<file path="src/rtl/mult_pkg.sv">
// Shared types and constants for the add/shift multiplier.
package mult_pkg;

    localparam int unsigned WIDTH     = 8;
    localparam logic [2:0]  LAST_STEP = 3'd7;

    typedef enum logic [1:0] {
        IDLE,
        ADD,
        SHIFT,
        HOLD
    } mult_state_t;

endpackage : mult_pkg

</file>
<file path="src/rtl/subadder.sv">
// 8-bit adder/subtractor with a 9-bit sign-extended result {x_s_o, s_o}.
// fn_i = 1 computes a_i - b_i, otherwise a_i + b_i.
module subadder (
    input  logic [7:0] a_i,
    input  logic [7:0] b_i,
    input  logic       fn_i,
    output logic [7:0] s_o,
    output logic       x_s_o
);

    logic [7:0] b_op;
    logic [8:0] sum;

    // Two's complement subtract: invert the operand and inject the carry-in.
    always_comb begin
        b_op  = b_i ^ {8{fn_i}};
        sum   = {a_i[7], a_i} + {b_op[7], b_op} + {8'd0, fn_i};
        s_o   = sum[7:0];
        x_s_o = sum[8];
    end

endmodule : subadder

</file>
<file path="src/rtl/add_shift_multiplier.sv">
// Sequential 8x8 signed multiplier using repeated add/subtract and arithmetic shift.
// Product ends up in {A,B} with X as the sign extension of A.
module add_shift_multiplier
    import mult_pkg::*;
#(
    // Only 8 is supported; the subadder datapath is fixed at 8 bits.
    parameter int unsigned WIDTH = 8
) (
    input  logic             Clk,
    input  logic             Reset_n,
    input  logic             Run,
    input  logic             Load_B,
    input  logic [WIDTH-1:0] SW,
    output logic [WIDTH-1:0] Aval,
    output logic [WIDTH-1:0] Bval,
    output logic             Xval,
    output logic             Busy,
    output logic             Done
);

    mult_state_t state_q, state_d;
    logic        x_q, x_d;
    logic [7:0]  a_q, a_d;
    logic [7:0]  b_q, b_d;
    logic [7:0]  m_q, m_d;
    logic [2:0]  count_q, count_d;

    logic [7:0]  sum_s;
    logic        sum_x;
    logic        fn;

    // The final partial product carries the multiplier's sign weight, so it is subtracted.
    assign fn = (count_q == LAST_STEP);

    subadder u_subadder (
        .a_i   (a_q),
        .b_i   (m_q),
        .fn_i  (fn),
        .s_o   (sum_s),
        .x_s_o (sum_x)
    );

    // Next-state and datapath update for the control FSM.
    always_comb begin
        state_d = state_q;
        x_d     = x_q;
        a_d     = a_q;
        b_d     = b_q;
        m_d     = m_q;
        count_d = count_q;

        unique case (state_q)
            IDLE: begin
                // Load_B wins over Run when both are high.
                if (Load_B) begin
                    b_d = SW;
                end else if (Run) begin
                    x_d     = 1'b0;
                    a_d     = 8'd0;
                    m_d     = SW;
                    count_d = 3'd0;
                    state_d = ADD;
                end
            end
            ADD: begin
                if (b_q[0]) begin
                    x_d = sum_x;
                    a_d = sum_s;
                end
                state_d = SHIFT;
            end
            SHIFT: begin
                a_d     = {x_q, a_q[7:1]};
                b_d     = {a_q[0], b_q[7:1]};
                count_d = count_q + 3'd1;
                state_d = (count_q == LAST_STEP) ? HOLD : ADD;
            end
            HOLD: begin
                if (Load_B) begin
                    b_d = SW;
                end
                // Run held high keeps the result; it must drop before another start.
                if (!Run) begin
                    state_d = IDLE;
                end
            end
            default: state_d = IDLE;
        endcase
    end

    // All architectural state; reset aborts any operation in progress.
    always_ff @(posedge Clk or negedge Reset_n) begin
        if (!Reset_n) begin
            state_q <= IDLE;
            x_q     <= 1'b0;
            a_q     <= 8'd0;
            b_q     <= 8'd0;
            m_q     <= 8'd0;
            count_q <= 3'd0;
        end else begin
            state_q <= state_d;
            x_q     <= x_d;
            a_q     <= a_d;
            b_q     <= b_d;
            m_q     <= m_d;
            count_q <= count_d;
        end
    end

    // Outputs come straight from registers or the decoded state.
    always_comb begin
        Aval = a_q;
        Bval = b_q;
        Xval = x_q;
        Busy = (state_q == ADD) || (state_q == SHIFT);
        Done = (state_q == HOLD);
    end

endmodule : add_shift_multiplier

</file>
<file path="config.mk">
export PLATFORM = sky130hd
export DESIGN_NAME = add_shift_multiplier
export DESIGN_NICKNAME = d
export VERILOG_FILES = /design/src/rtl/mult_pkg.sv /design/src/rtl/subadder.sv /design/src/rtl/add_shift_multiplier.sv
export SDC_FILE = /design/constraint.sdc
export NUM_CORES = 1
export LEC_CHECK = 0
export ABC_CLOCK_PERIOD_IN_PS = 5800
export BUFFER_PORTS_ARGS = -buffer_cell sky130_fd_sc_hd__buf_2
export CELL_PAD_IN_SITES_DETAIL_PLACEMENT = 2
export CELL_PAD_IN_SITES_GLOBAL_PLACEMENT = 2
export CORE_MARGIN = 2
export CORE_UTILIZATION = 38
export CTS_CLUSTER_SIZE = 20
export DETAILED_ROUTE_END_ITERATION = 7
export HOLD_SLACK_MARGIN = 0.15
export PLACE_DENSITY_LB_ADDON = 0.1
export SLEW_MARGIN = 20
export SYNTH_ARGS = -nofsm -noshare
export SYNTH_HDL_FRONTEND = slang
export SYNTH_SLANG_ARGS = --single-unit
export TNS_END_PERCENT = 10
</file>
<file path="constraint.sdc">
create_clock -name Clk -period 5.8 [get_ports Clk]
set_input_delay 1.16 -clock Clk [delete_from_list [all_inputs] [get_ports Clk]]
set_output_delay 1.16 -clock Clk [all_outputs]
set_load 0.02 [all_outputs]
</file>
Yosys cells after proc, flatten, opt, wreduce, memory -nomap -nowiden --
Index checks and enable logic that the tools add are counted.
Word-level totals: logic and storage cells 51, register bits 30, input bits 12, output and inout port bits 19
Cells by class: bitwise gates (word level) 2, muxes and demuxes 18, add/sub/neg operators 3, equal/unequal tests 9, reduce and logical (&&, ||, !) cells 13
Operator list (count):
- $mux 8 | 4
- $pmux 8 s3 | 1
- $pmux 8 s2 | 1
- $add 8x8->9 | 1
- $add 9x1->9 | 1
- $reduce_and 3->1 | 3
- $mux 2 | 4
- $ne 2x2->1 const B | 4
- $pmux 2 s4 | 1
- $reduce_and 4->1 | 2
- $xor 8x8->8 | 1
- $mux 3 | 2
- $pmux 3 s2 | 1
- $reduce_bool 2->1 | 3
- $eq 2x2->1 const B | 2
- $add 3x1->3 const B | 1
- $eq 3x3->1 const B | 1
- $mux 1 | 3
- $reduce_bool 3->1 | 1
- $eq 2x1->1 const B | 1
- $logic_not 2->1 | 1
- $ne 2x1->1 const B | 1
- $pmux 1 s2 | 1
- $reduce_and 2->1 | 1
- other kinds (3) | 3

Depth between registers and ports, before layout --
Gate-level depths: netlist of the first run.
word-level depth 6, gate-level depth with buffers 11, mapped depth without buffers 10

Hierarchy --
A second synthesis of the first run with hierarchy kept.
Second synthesis, totals: cells, all modules 182, area total of the unflattened synthesis 1976.9 sq um
Modules (own cells, without submodules):
- add_shift_multiplier | area an instance 1579.0 sq um, sequential area each 750.7 sq um, cells an instance 131, instances 1
- subadder | area an instance 397.9 sq um, sequential area each 0.0 sq um, cells an instance 51, instances 1

Worst setup path after synthesis of the first run --
Ideal clock, no wire load.
kind register to register, start register count_q[0], end register a_q[5] (netlist: Aval[5]), stages on the path, launching flop included 11, setup slack 3.387 ns, buffers on the path 1, clock period less this slack 2.413 ns, arrival 2.274 ns, data required time 5.662 ns, setup time 0.138 ns, cell sequence dfrtp_1 ha_1 ha_1 buf_6 xor2_1 ha_1 a21o_1 a221o_1 a21oi_2 xor2_1 o221ai_1
On the way: cells in the longest elaborated chain, start to end 6
RTL lines:
- start: declaration | RTL line add_shift_multiplier.sv:26 | logic [2:0] count_q, count_d;
- start signal: assignment | RTL line add_shift_multiplier.sv:106 | count_q <= count_d;
- $eq 3x3->1 * | RTL line add_shift_multiplier.sv:33 | assign fn = (count_q == LAST_STEP);
- $xor 8x8->8 | RTL line subadder.sv:16 | b_op = b_i ^ {8{fn_i}};
- $add 8x8->9 | RTL line subadder.sv:17 | sum = {a_i[7], a_i} + {b_op[7], b_op} + {8'd0, fn_i};
- $add 9x1->9 * | RTL line subadder.sv:17
- $mux 8 * | RTL line add_shift_multiplier.sv:66 | if (b_q[0]) begin
- $pmux 8 s3 * | RTL line add_shift_multiplier.sv:52 | unique case (state_q)
- end signal: assignment | RTL line add_shift_multiplier.sv:96 | a_q <= 8'd0;
- end signal: assignment | RTL line add_shift_multiplier.sv:103 | a_q <= a_d;
- end: declaration | RTL line add_shift_multiplier.sv:23 | logic [7:0] a_q, a_d;
Every way passes the cells marked *; elsewhere a longest branch is shown, timed or not. The select of a mux whose other input is x is not followed. A chain may end at the register's enable or synchronous reset.

Final worst setup path of the first run --
start register state_q[1], end output Busy
On the way: cells in the longest elaborated chain, start to end 2, elaborated cells between the ends (all ways) 3, those cells by class 2 x eq/ne; 1 x reduce/logical
RTL lines:
- start: declaration | RTL line add_shift_multiplier.sv:21 | mult_state_t state_q, state_d;
- start signal: assignment | RTL line add_shift_multiplier.sv:101 | state_q <= state_d;
- $eq 2x1->1 or $eq 2x2->1 (tied branches) | RTL line add_shift_multiplier.sv:115 | Busy = (state_q == ADD) || (state_q == SHIFT);
- $logic_or 1x1->1 * | RTL line add_shift_multiplier.sv:115
- end: declaration | RTL line add_shift_multiplier.sv:17 | output logic Busy,
Every way passes the cells marked *; elsewhere a longest branch is shown, timed or not.

==> results of run 1 <==
-- cells by family after synthesis --
group | after synthesis | synth area share
multiplexers | 19 | 0.108
AO/OA/AOI/OAI | 53 | 0.179
adder cells (fa/ha/maj) | 15 | 0.102
XOR/XNOR | 13 | 0.0595
AND/OR/NAND/NOR | 49 | 0.119
buffers and inverters | 18 | 0.0399
flip-flops | 30 | 0.392
-- metrics by stage --
stage,cells,instance area (um^2),utilization
after global routing,293,2210,0.461
final,293,2210,0.461
after floorplan,197,1910,-
after detailed placement,285,2110,0.440
after global placement,285,2110,0.440
after CTS,293,2200,0.460
-- flip-flops by register name, summed over array words and instances (netlist names) --
| name | cells |
|---|---|
| m_q | 8 |
| Aval | 8 |
| state_q | 2 |
| Bval | 8 |
| count_q | 3 |
| Xval | 1 |
-- power groups by stage --
stage,registers (mW),clock network (mW),logic (mW)
floorplan,0.444,0,0.536
detailed placement,0.411,0,0.819
finish,0.409,0.181,0.815
CTS,0.410,0.185,0.827
global placement,0.399,0,0.763
global route,0.425,0.192,0.913
-- path summary, 6_finish.rpt --
| check | cells after the start | to | slack (ps) | start |
|---|---|---|---|---|
| hold reg to reg | 1 | count_q[0]$_DFFE_PN0P_ | 480 | count_q[0]$_DFFE_PN0P_ |
| min in group asynchronous | 1 | Bval[6]$_DFFE_PN0P_ | 910 | Reset_n |
| max in group asynchronous | 1 | Aval[5]$_DFFE_PN0P_ | 4430 | Reset_n |
| setup / recovery | 3 | Busy | 2660 | state_q[1]$_DFFE_PN0P_ |
| hold / removal | 1 | count_q[0]$_DFFE_PN0P_ | 480 | count_q[0]$_DFFE_PN0P_ |
| setup reg to reg | 10 | Xval$_DFFE_PN0P_ | 2960 | count_q[0]$_DFFE_PN0P_ |
-- cells in the mapped netlist (2+ instances only) --
master and n:
sky130_fd_sc_hd__nor2b_1 10, sky130_fd_sc_hd__nor2_1 6, sky130_fd_sc_hd__a31oi_1 2, sky130_fd_sc_hd__dfrtp_1 30
sky130_fd_sc_hd__o21ai_1 7, sky130_fd_sc_hd__clkbuf_1 5, sky130_fd_sc_hd__a211oi_1 9, sky130_fd_sc_hd__ha_1 14
sky130_fd_sc_hd__a32o_1 3, sky130_fd_sc_hd__nand3_1 8, sky130_fd_sc_hd__o221ai_1 4, sky130_fd_sc_hd__o21ai_0 7
sky130_fd_sc_hd__inv_1 9, sky130_fd_sc_hd__a21oi_1 14, sky130_fd_sc_hd__mux2i_1 8, sky130_fd_sc_hd__xnor2_1 3
sky130_fd_sc_hd__xor2_1 10, sky130_fd_sc_hd__mux2_2 2, sky130_fd_sc_hd__buf_1 2, sky130_fd_sc_hd__mux2_1 8
sky130_fd_sc_hd__nand2b_1 2, sky130_fd_sc_hd__nand2_1 21
-- routing by layer --
| metal | vias to the layer above | part of all wire |
|---|---|---|
| met5 | - | 0 |
| met1 | 806 | 0.45 |
| met4 | 0 | 0.0097 |
| li1 | 752 | - |
| met2 | 33 | 0.51 |
| met3 | 4 | 0.033 |
-- area by class of cell --
cell class / count / area [um^2]
fill: 534 / 2580
clock buffer: 6 / 82.6
timing repair buffer: 30 / 150
tap: 67 / 83.8
sequential: 30 / 751
clock inverter: 2 / 12.5
inverter: 9 / 33.8
multi-input combinational: 149 / 1090
==> impl_summary.md, run 1 <==
Clock tree
CTS placed an instance of sky130_fd_sc_hd__clkbuf_8 at the clock tree root. For this design, the sink count on the clock tree is 30. In this run, CTS created clock tree buffers numbering 5. Clock latency on the worst-skew pair, taken at its later pin, is 290 ps. The clock-pin slew reported for the worst setup and hold paths after clock tree synthesis is 80 ps. The post-cts repair resize count is 0.

The CTS tree is done. The buffers inserted during post-CTS setup optimization is 0. The number of buffers added to fix hold violations after cts is 0.

The largest buffer count on any clock path is 2. The H-tree depth is 2.

Detailed routing
In the routed design, unresolved DRC markers number 0. The post-detailed-route count of antenna-violating nets is 0. The detailed router finished its first iteration with 80 violations. The total vias in the final route is 1595. Dividing the detail-routed wire length by the instance count gives 19.1 um. For this block, the routed nets add up to 5.59 mm of wire. Using the TritonRoute via totals, the vias-per-cell ratio works out to 5.44. The detailed-routing iteration count for the pre-antenna-repair pass is 4.

Global route
The remaining global-route overflow is 0. Entering global routing, the biggest net connects 31 pins. The total track usage is 0.218. For met1 alone, demand over resource in global routing was 0.285. After global routing, the most crowded layer is met2. The number of global-route vias before repair was 1722. The number of antenna violations at the first check in global routing is 0. The global-route wire length before repair is 8.91 mm.

The global routing met2 resource utilization is 0.367. In the global route stage, met3 resource usage came out at 0.0428.

Timing
The final hold violation count came to 0. Setup violations remaining at the end of the flow were counted as 0. The setup skew after layout is 12.2 ps. In the finished design, the share of the clock period the worst path needs comes to 0.541. The relative max-transition margin is 0.315. Hold timing on the final database bottoms out at a slack of 483 ps. At the pin with the least slew margin, the transition time is 1030 ps.

The peak clock frequency supported by timing is 319 MHz. In the final timing run, aggregate negative setup slack is 0 ps. Setup repair after global routing left no endpoint under its margin. The clock period minus worst slack is 3140 ps. The count of final max-slew check failures is 0.

The worst-case setup margin in the final layout is 2660 ps.

Floorplanning
The area of the die is 0.00562 mm^2. After floorplanning, the core was divided into 25 placement rows. The starting density of the core is 0.400. The total core area is 0.00479 mm^2. 31 I/O pins were placed.

The die outline height is 75.0 um. The floorplan die width is 75.0 um.

Layout
The share of layout cells above drive strength 1 is 0.190. The final layout contains 252 nets. Leaving out fill and tap cells, the most frequent cells in the layout are sky130_fd_sc_hd__dfrtp_1 (30), sky130_fd_sc_hd__buf_2 (30), sky130_fd_sc_hd__nand2_1 (21), sky130_fd_sc_hd__a21oi_1 (14), sky130_fd_sc_hd__ha_1 (14).

The signed area change from the synthesized netlist to the final layout is 15.3%. The antenna diode instance count is 0.

Worst setup path
The critical path goes through inv_1 -> ha_1 -> buf_2. STA classifies the critical path startpoint as a register. The worst path arrival time is 1980 ps.

The delay of the slowest critical-path stage is 870 ps. The worst setup path is captured at a primary output. The buffers plus inverters on the worst setup path is 2. Among all stages on the critical path, the largest delay is contributed by sky130_fd_sc_hd__ha_1. The critical path class is register to primary output. Of all nets on the critical path, the largest fanout is 26.

The data required time at the worst endpoint is 4640 ps. The family of cells with the greatest summed delay on the critical path is adder cells.

Synthesis
The number of standard cells after synthesis is 197. The post-synthesis instance area is 0.00191 mm^2. The proportion of synthesized chip area in sequential cells is 0.392.

The number of distinct library cells after synthesis is 35. sky130_fd_sc_hd__dfrtp_1 takes more of the synthesized area than any other cell. The number of synthesized flops with an enable pin is 0. In this run, synthesis produced a sequential element count of 30. The post-synthesis net count is 224. The async set or reset register ratio after synthesis is 1.00. For this run, the number of Yosys warnings is 0.

Sorting the synthesized cells by area gives the leading types as sky130_fd_sc_hd__dfrtp_1 (39%), sky130_fd_sc_hd__ha_1 (9.2%), sky130_fd_sc_hd__mux2_1 (4.7%). The area share of the leading cell type in the synthesized netlist is 0.392. The average instance in the mapped netlist occupies 9.72 um^2.

The most frequently used flop master after synthesis is sky130_fd_sc_hd__dfrtp_1.

Power and ir drop
Summed over all nets, the switching power comes to 0.693 mW. The worst supply voltage drop on vdd is 0.203 mV. The analysis attributes to cell leakage a power of 1.01 nW. The power per standard cell area is 637 mW/mm^2. Total power for the finished layout comes to 1.41 mW. The total internal power is 0.713 mW. The clock network fraction of total power is 0.129. The share of total power in combinational logic is 0.580. The sequential cell fraction of total power is 0.291. Of the total power, the share spent switching nets is 0.493.

Place
At the end of routability-driven placement, the weighted congestion stood at 0.737. The estimated wirelength of the detail-placed design is 4.14 mm. Buffers placed on the I/O ports in this run total 30. The worst setup slack before clock tree synthesis is 2740 ps.

Run status
The flow ran to the end, and the final reports show no timing, DRC or antenna violations.

Hold path
The worst hold path belongs to the class register to register.

Flow run
The count of maximum capacitance violations is 0.
No activity file was read; power rests on OpenSTA's default activity.
==> run 2: changes to the inputs <==
--- a/config.mk
+++ b/config.mk
@@ -5,12 +5,13 @@
 export SDC_FILE = /design/constraint.sdc
 export NUM_CORES = 1
 export LEC_CHECK = 0
-export ABC_CLOCK_PERIOD_IN_PS = 5800
+export ABC_AREA = 1
+export ABC_CLOCK_PERIOD_IN_PS = 2900
 export BUFFER_PORTS_ARGS = -buffer_cell sky130_fd_sc_hd__buf_2
 export CELL_PAD_IN_SITES_DETAIL_PLACEMENT = 2
 export CELL_PAD_IN_SITES_GLOBAL_PLACEMENT = 2
 export CORE_MARGIN = 2
-export CORE_UTILIZATION = 38
+export CORE_UTILIZATION = 33
 export CTS_CLUSTER_SIZE = 20
 export DETAILED_ROUTE_END_ITERATION = 7
 export HOLD_SLACK_MARGIN = 0.15
==> constraint.sdc (replaced) <==
create_clock -name Clk -period 2.9 [get_ports Clk]
set_input_delay 0.58 -clock Clk [delete_from_list [all_inputs] [get_ports Clk]]
set_output_delay 0.58 -clock Clk [all_outputs]
set_load 0.02 [all_outputs]
==> run 2 against run 1 <==
  * Area after synthesis increased by 3.3%
  * Combinational power increased by 110%
  * Die area increased by 18%
  * Synthesized cell count increased by 22%
  * Count of clock-buffer cells in the layout unchanged
  * Setup slack got worse by 2200 ps
  * Global-route usage decreased by 3.3 points
  * Clock skew increased by 1.1 ps
  * Final cell count increased by 19%
  * Total power increased by 100%
  * First-iteration DRC count decreased by 64%
==> impl_summary.md, run 2 <==
Layout
The number of fill cells was 702 (was 534). The number of nets in the final layout is 299 (was 252). Most used cells in the layout excluding fill and tap cells: sky130_fd_sc_hd__nand2_1 (51), sky130_fd_sc_hd__dfrtp_1 (30), sky130_fd_sc_hd__buf_2 (30), sky130_fd_sc_hd__inv_1 (26), sky130_fd_sc_hd__nor2_1 (22) (was sky130_fd_sc_hd__dfrtp_1 (30), sky130_fd_sc_hd__buf_2 (30), sky130_fd_sc_hd__nand2_1 (21), sky130_fd_sc_hd__a21oi_1 (14), sky130_fd_sc_hd__ha_1 (14)). The antenna diode instance count was 0 (unchanged).

The most common cell after layout, fill and taps aside is sky130_fd_sc_hd__nand2_1. The share of layout cells above drive strength 1 is 0.245 (was 0.190). The signed area change from the synthesized netlist to the final layout came to 15.1% (was 15.3%).

Global route
The remaining global-route overflow is 0 (unchanged). The largest net degree at the start of global routing is 31 (unchanged). The total track usage is 0.186 (was 0.218). The number of antenna violations at the first check in global routing is 0 (unchanged). The number of global-route vias before repair is 1835 (was 1722).

The global-route wire length before repair is 9.23 mm (was 8.91 mm).

Hold path
The worst min-delay path class is input pin to async pin (was register to register).

Power and ir drop
The sequential cell fraction of total power is 0.273 (was 0.291). The clock network fraction of total power was 0.126 (was 0.129). The worst supply voltage drop on vdd came to 0.938 mV (was 0.203 mV). The total internal power is 1.39 mW (was 0.713 mW). The share of total power in combinational logic is 0.601 (was 0.580). The switching power of the nets is 1.48 mW (was 0.693 mW). The total design power is 2.88 mW (was 1.41 mW). The power per standard cell area is 1260 mW/mm^2 (was 637 mW/mm^2).

The net switching fraction of the power is 0.516 (was 0.493). The static power due to leakage was 1.23 nW (was 1.01 nW).

Synthesis
The most frequently used flop master after synthesis is sky130_fd_sc_hd__dfrtp_1 (unchanged). Top cells by area, synth: sky130_fd_sc_hd__dfrtp_1 (38%), sky130_fd_sc_hd__nand2_1 (9.7%), sky130_fd_sc_hd__ha_1 (8.9%) (was sky130_fd_sc_hd__dfrtp_1 (39%), sky130_fd_sc_hd__ha_1 (9.2%), sky130_fd_sc_hd__mux2_1 (4.7%)). The async set or reset register ratio after synthesis is 1.00 (unchanged). The number of standard cells after synthesis is 240 (was 197). The number of warnings issued by yosys is 0 (unchanged).

The number of synthesized flops with an enable pin is 0 (unchanged). The post-synthesis net count was 267 (was 224). The number of distinct library cells after synthesis came to 29 (was 35). The leading area contributor after synthesis is sky130_fd_sc_hd__dfrtp_1 (unchanged).

The area share of the leading cell type in the synthesized netlist is 0.380 (was 0.392). The proportion of synthesized chip area in sequential cells is 0.380 (was 0.392). The post-synthesis instance area was 0.00198 mm^2 (was 0.00191 mm^2). Commonest cells in the netlist: sky130_fd_sc_hd__nand2_1 (51), sky130_fd_sc_hd__dfrtp_1 (30), sky130_fd_sc_hd__inv_1 (26) (was sky130_fd_sc_hd__dfrtp_1 (30), sky130_fd_sc_hd__nand2_1 (21), sky130_fd_sc_hd__a21oi_1 (14), sky130_fd_sc_hd__ha_1 (14)). The average instance area after synthesis is 8.24 um^2 (was 9.72 um^2).

The most numerous cell in the Yosys netlist is sky130_fd_sc_hd__nand2_1 (was sky130_fd_sc_hd__dfrtp_1). The flop and latch count out of synthesis is 30 (unchanged).

Place
The estimated wirelength of the detail-placed design is 4.15 mm (was 4.14 mm). The number of port buffers is 30 (unchanged). The final RePlAce weighted congestion is 0.736 (was 0.737).

Worst setup path
The worst reg2reg path startpoint is count_q[0]$_DFFE_PN0P_ (unchanged). The endpoint of the worst-slack reg-to-reg timing path is Aval[6]$_DFFE_PN0P_ (was Xval$_DFFE_PN0P_). The capturing instance or port of the critical path is Aval[6]$_DFFE_PN0P_ (was Busy). The critical path class was register to register (was register to primary output). The worst path arrival time was 2630 ps (was 1980 ps). The maximum fanout encountered on the critical timing path came to 9 (was 26). The sort of element at the end of the critical path is a register (was primary output). The worst-case register-to-register setup slack was 440 ps (was 2960 ps). The data required time at the worst endpoint was 3070 ps (was 4640 ps).

The startpoint kind of the worst setup timing path was a register (unchanged). The critical path launch point is count_q[0]$_DFFE_PN0P_ (was state_q[1]$_DFFE_PN0P_). The number of cells traversed by the worst register-to-register path was 14 (was 10).

Flow run
The count of maximum capacitance violations is 0 (unchanged).

Timing
The setup skew after layout came to 13.3 ps (was 12.2 ps). The transition time of the tightest slew-check pin is 736 ps (was 1030 ps). The final hold violation count was 0 (unchanged). The post-route clock period utilization is 0.848. The count of final max-slew check failures came to 0 (unchanged). The setup TNS is 0 ps (unchanged). The number of endpoints failing setup at the final stage was 0 (unchanged). The peak clock frequency supported by timing is 407 MHz. Unrepaired setup endpoints after global routing: no (unchanged). The relative max-transition margin is 0.509 (was 0.315). The clock period minus worst slack is 2460 ps.

The post-route worst hold slack is 349 ps (was 483 ps).

Clock tree
The buffers inserted during post-CTS setup optimization was 0 (unchanged). The latest clock arrival within the worst-skew pair was 290 ps (about the same). The CTS tree is done (unchanged). The clock net sink count was 30 (unchanged). The number of CTS-inserted buffers is 5 (unchanged). The number of buffers added to fix hold violations after cts is 0 (unchanged). The post-cts repair resize count is 0 (unchanged). The cell at the root of the clock tree is sky130_fd_sc_hd__clkbuf_8 (unchanged). The H-tree depth came to 2 (unchanged).

The clock-pin slew reported for the worst setup and hold paths after clock tree synthesis is 80 ps (about the same). The largest buffer count on any clock path was 2 (unchanged).

Floorplanning
The number of standard-cell rows in the floorplan came to 28 (was 25). The number of primary I/O pins was 31 (unchanged). The floorplan die width is 81.4 um (was 75.0 um). The die outline height was 81.4 um (was 75.0 um). The total core area is 0.00585 mm^2 (was 0.00479 mm^2). The area of the die was 0.00663 mm^2 (was 0.00562 mm^2). The starting density of the core is 0.338 (was 0.400).

Detailed routing
The average wire per standard cell is 15.5 um (was 19.1 um). The number of DRC markers after the initial detailed-route iteration was 29 (was 80). The via density per instance came to 4.86 (was 5.44). The post-detailed-route count of antenna-violating nets is 0 (unchanged). The routed wire length was 5.40 mm (was 5.59 mm). The number of remaining DRC errors is 0 (unchanged).

The detailed-routing iteration count for the pre-antenna-repair pass came to 4 (unchanged). The total vias in the final route is 1691 (was 1595).

Run status
Result of the run: completed (unchanged).
[run 2: cell count changes in the layout (fill, tap and decap cells not counted), moves of 8 or more]
cell,previous run,this run
sky130_fd_sc_hd__mux2i_1,8,0
sky130_fd_sc_hd__nor2b_1,10,0
sky130_fd_sc_hd__nor2_1,6,22
sky130_fd_sc_hd__a211oi_1,9,0
sky130_fd_sc_hd__inv_1,9,26
sky130_fd_sc_hd__nand2_1,21,51
[run 2: how the worst min path moves through the flow]
stage,end,start,depth (start not counted)
after floorplan,Aval[0]$_DFFE_PN0P_,Reset_n,0
after global placement,count_q[1]$_DFFE_PN0P_,count_q[1]$_DFFE_PN0P_,2
after detailed placement,count_q[0]$_DFFE_PN0P_,count_q[0]$_DFFE_PN0P_,1
after CTS,m_q[0]$_DFFE_PN0P_,Reset_n,1
after global routing,Bval[4]$_DFFE_PN0P_,Reset_n,1
final,m_q[0]$_DFFE_PN0P_,Reset_n,1
[run 2: worst max-delay path: stages, from the launching register on]
cell and delay [ps]:
sky130_fd_sc_hd__dfrtp_1 400, sky130_fd_sc_hd__ha_1 200, sky130_fd_sc_hd__ha_1 360, sky130_fd_sc_hd__xnor2_1 230, sky130_fd_sc_hd__fa_1 460, sky130_fd_sc_hd__inv_1 70, sky130_fd_sc_hd__nand3_1 60, sky130_fd_sc_hd__nand2_1 110
sky130_fd_sc_hd__nand3_1 90, sky130_fd_sc_hd__nand2_1 70, sky130_fd_sc_hd__nand2_1 60, sky130_fd_sc_hd__nand3_1 70, sky130_fd_sc_hd__nand2_1 60, sky130_fd_sc_hd__nand2_1 50, sky130_fd_sc_hd__nand2_1 50
[run 2: layout make-up]
| type | count | area [um^2] | area share |
|---|---|---|---|
| Inverter | 31 | 121 | 0.0533 |
| Timing Repair Buffer | 32 | 165 | 0.0726 |
| Clock buffer | 6 | 82.6 | 0.0363 |
| Tap cell | 75 | 93.8 | 0.0412 |
| Sequential cell | 30 | 751 | 0.330 |
| Multi-Input combinational cell | 172 | 1050 | 0.461 |
| Clock inverter | 2 | 12.5 | 0.00550 |
[run 2: stage by stage]
step	util	setup WS, ps	area (um^2)	instances
6_report	0.389	441	2280	348
5_1_grt	0.389	173	2280	348
4_1_cts	0.389	403	2280	348
3_5_place_dp	0.373	425	2180	340
3_3_place_gp	0.373	505	2180	340
2_1_floorplan	-	748	1980	240
[run 2: cells by family (layout without fill, tap and decap cells)]
group                      Yosys count  after routing  synth area share
and+or+nand+nor                     99             99             0.238
adders and majority gates           15             15            0.0987
DFF                                 30             30             0.380
AOI/OAI and AO/OA                   49             49             0.153
buffers and inverters               38             71            0.0898
xor gates and xnor gates             8              8            0.0354
muxes                                1              1           0.00569
[run 2: power groups by stage]
stage	Clock [mW]	Sequential, mW	Combinational [mW]
finish	0.363	0.784	1.73
global route	0.395	0.820	1.97
CTS	0.378	0.792	1.77
detailed placement	0	0.798	1.75
global placement	0	0.790	1.70
floorplan	0	0.882	1.20
[run 2: layer usage]
layer | global-route usage | routed length, um | vias to the layer above
met1 | 0.247 | 2590 | 831
met3 | 0.0363 | 146 | 4
met2 | 0.312 | 2630 | 21
met5 | 0 | 0 | -
li1 | - | - | 835
met4 | 0.0407 | 39 | 0
==> run 3: changes to the inputs <==
--- a/config.mk
+++ b/config.mk
@@ -5,13 +5,13 @@
 export SDC_FILE = /design/constraint.sdc
 export NUM_CORES = 1
 export LEC_CHECK = 0
-export ABC_AREA = 1
-export ABC_CLOCK_PERIOD_IN_PS = 2900
+export ABC_AREA = 0
+export ABC_CLOCK_PERIOD_IN_PS = 2600
 export BUFFER_PORTS_ARGS = -buffer_cell sky130_fd_sc_hd__buf_2
 export CELL_PAD_IN_SITES_DETAIL_PLACEMENT = 2
 export CELL_PAD_IN_SITES_GLOBAL_PLACEMENT = 2
 export CORE_MARGIN = 2
-export CORE_UTILIZATION = 33
+export CORE_UTILIZATION = 35
 export CTS_CLUSTER_SIZE = 20
 export DETAILED_ROUTE_END_ITERATION = 7
 export HOLD_SLACK_MARGIN = 0.15
==> constraint.sdc (replaced) <==
create_clock -name Clk -period 2.6 [get_ports Clk]
set_input_delay 0.52 -clock Clk [delete_from_list [all_inputs] [get_ports Clk]]
set_output_delay 0.52 -clock Clk [all_outputs]
set_load 0.02 [all_outputs]
==> run 3 against run 2 <==
  * Clock skew decreased by 5.7 ps
  * Setup slack got worse by 300 ps
  * Total power increased by 12%
  * Global-route usage grew 1.7 points
  * Count of clock-buffer cells in the layout up 1
  * Design area shrank 0.11%
  * Critical endpoint is now Aval[5]$_DFFE_PN0P_
  * Largest power group unchanged
==> impl_summary.md, run 3 (synthesized netlist as in run 1, its figures left out) <==
Worst setup path
The maximum fanout encountered on the critical timing path came to 5 (was 9). The critical path class is register to register (unchanged). The sort of element at the end of the critical path is a register (unchanged). The data required time at the worst endpoint was 2760 ps (was 3070 ps). The startpoint kind of the worst setup timing path was a register (unchanged). The worst path arrival time is 2610 ps (was 2630 ps).

Power and ir drop
The sequential cell fraction of total power is 0.284 (was 0.273). The total design power is 3.22 mW (was 2.88 mW). The switching power of the nets is 1.57 mW (was 1.48 mW).

The net switching fraction of the power is 0.487 (was 0.516). The static power due to leakage is 1.03 nW (was 1.23 nW). The total internal power is 1.65 mW (was 1.39 mW). The share of total power in combinational logic is 0.592 (was 0.601).

The worst supply voltage drop on vdd came to 0.449 mV (was 0.938 mV). The clock network fraction of total power came to 0.124 (was 0.126). The power per standard cell area is 1420 mW/mm^2 (was 1260 mW/mm^2).

Clock tree
The clock net sink count is 30 (unchanged). The cell at the root of the clock tree is sky130_fd_sc_hd__clkbuf_8 (unchanged). The number of buffers added to fix hold violations after cts was 0 (unchanged). The latest clock arrival within the worst-skew pair is 290 ps (about the same).

The H-tree depth was 2 (unchanged). The largest buffer count on any clock path was 2 (unchanged). The CTS tree is done (unchanged).

The clock-pin slew reported for the worst setup and hold paths after clock tree synthesis is 70 ps (was 80 ps). The number of CTS-inserted buffers is 5 (unchanged).

Layout
The number of nets in the final layout was 256 (was 299). The antenna diode instance count is 0 (unchanged). The signed area change from the synthesized netlist to the final layout is 18.8% (was 15.1%). The number of fill cells was 585 (was 702). Most used cells in the layout excluding fill and tap cells: sky130_fd_sc_hd__dfrtp_1 (30), sky130_fd_sc_hd__buf_2 (30), sky130_fd_sc_hd__nand2_1 (21), sky130_fd_sc_hd__a21oi_1 (14), sky130_fd_sc_hd__ha_1 (12) (was sky130_fd_sc_hd__nand2_1 (51), sky130_fd_sc_hd__dfrtp_1 (30), sky130_fd_sc_hd__buf_2 (30), sky130_fd_sc_hd__inv_1 (26), sky130_fd_sc_hd__nor2_1 (22)).

The share of layout cells above drive strength 1 was 0.217 (was 0.245). The utilization after layout is 0.437 (was 0.389).

Timing
The relative max-transition margin is 0.471 (was 0.509). The count of final max-slew check failures came to 0 (unchanged). The setup skew after layout is 7.59 ps (was 13.3 ps).

The final hold violation count is 0 (unchanged). The transition time of the tightest slew-check pin is 794 ps (was 736 ps). The post-route clock period utilization is 0.944 (was 0.848). The post-route worst hold slack is 284 ps (was 349 ps).

The number of endpoints failing setup at the final stage is 0 (unchanged). The peak clock frequency supported by timing is 408 MHz (was 407 MHz). The clock period minus worst slack came to 2450 ps (was 2460 ps).

Run status
Result of the run: completed (unchanged).

Detailed routing
The number of remaining DRC errors is 0 (unchanged). The post-detailed-route count of antenna-violating nets came to 0 (unchanged). The detailed-routing iteration count for the pre-antenna-repair pass is 4 (unchanged). The routed wire length was 5.64 mm (was 5.40 mm). The via density per instance came to 5.50 (was 4.86).

The number of DRC markers after the initial detailed-route iteration is 49 (was 29). The total vias in the final route is 1649 (was 1691). The average wire per standard cell is 18.8 um (was 15.5 um).

Global route
The number of global-route vias before repair was 1831 (was 1835). The total track usage is 0.203 (was 0.186). The number of antenna violations at the first check in global routing is 0 (unchanged).

The global-route wire length before repair was 9.57 mm (was 9.23 mm). The remaining global-route overflow is 0 (unchanged). The largest net degree at the start of global routing is 31 (unchanged).

Floorplanning
The die outline height is 78.0 um (was 81.4 um). The starting density of the core is 0.368 (was 0.338). The number of primary I/O pins is 31 (unchanged).

The total core area is 0.00520 mm^2 (was 0.00585 mm^2). The area of the die is 0.00608 mm^2 (was 0.00663 mm^2). The floorplan die width came to 78.0 um (was 81.4 um).

The number of standard-cell rows in the floorplan is 26 (was 28).

Place
The estimated wirelength of the detail-placed design came to 4.26 mm (was 4.15 mm). The final RePlAce weighted congestion is 0.751 (was 0.736). The number of port buffers was 30 (unchanged).

Hold path
The worst min-delay path class is input pin to async pin (unchanged).

Flow run
The count of maximum capacitance violations is 0 (unchanged).
## run 3: cell types whose count changed in the layout (fill, tap and decap cells not counted), sizes merged, moves of 8 or more
cell and change:
a211oi +9, inv -21, mux2 +10, mux2i +8, nand2 -43, nor2 -17
nor2b +10
## run 3: area by class of cell
class                      instances  area, um^2  area share
multi-input combinational        149        1130       0.497
sequential                        30         751       0.330
timing repair buffer              34         180      0.0793
tap                               70        87.6      0.0385
clock buffer                       7        86.3      0.0380
inverter                           9        33.8      0.0149
clock inverter                     1        5.00     0.00220
## run 3: worst max-delay path, stage by stage (launching register included)
cell,delay [ps]
sky130_fd_sc_hd__dfrtp_1,410
sky130_fd_sc_hd__ha_1,240
sky130_fd_sc_hd__ha_4,200
sky130_fd_sc_hd__xor2_1,160
sky130_fd_sc_hd__ha_1,360
sky130_fd_sc_hd__and3_1,210
sky130_fd_sc_hd__a221o_1,320
sky130_fd_sc_hd__a21oi_2,160
sky130_fd_sc_hd__xor2_1,160
sky130_fd_sc_hd__o221ai_1,120
## run 3: final timing paths
path | from | slack (ps) | endpoint | depth (start not counted)
worst min-delay path | Reset_n | 280 | Aval[6]$_DFFE_PN0P_ | 1
worst max register to register | count_q[0]$_DFFE_PN0P_ | 150 | Aval[5]$_DFFE_PN0P_ | 9
max in group asynchronous | Reset_n | 1840 | count_q[2]$_DFFE_PN0P_ | 1
worst min register to register | count_q[0]$_DFFE_PN0P_ | 500 | count_q[0]$_DFFE_PN0P_ | 1
min in group Clk | SW[7] | 470 | m_q[7]$_DFFE_PN0P_ | 2
worst max-delay path | count_q[0]$_DFFE_PN0P_ | 150 | Aval[5]$_DFFE_PN0P_ | 9
## run 3: power by group through the flow
stage	Sequential [mW]	Clock, mW	Combinational [mW]
4_1_cts	0.912	0.413	1.89
3_3_place_gp	0.897	0	1.77
5_1_grt	0.960	0.438	2.12
3_5_place_dp	0.921	0	1.87
6_report	0.915	0.399	1.91
2_1_floorplan	0.991	0	1.20
## run 3: metal layers
metal | global-route usage | vias up | share of wire
met3 | 0.0430 | 4 | 0.024
met1 | 0.264 | 858 | 0.47
met4 | 0.0526 | 0 | 0.0051
li1 | - | 764 | -
met2 | 0.342 | 23 | 0.50
met5 | 0 | - | 0
## run 3: repair_timing
item,4_1_cts,5_1_grt
endpoints found under the setup margin,1,4
gates resized for setup,1,5
pin swaps,1,2
setup buffers,0,0
## run 3: metrics by stage
step / instances / cell area, um^2 / setup slack (ps) / TNS, ps
floorplan: 197 / 1910 / 187 / 0
global placement: 292 / 2140 / 158 / 0
detailed placement: 292 / 2140 / 10.6 / 0
CTS: 300 / 2230 / 42.9 / 0
global route: 300 / 2270 / -18.4 / -18.4
finish: 300 / 2270 / 146 / 0
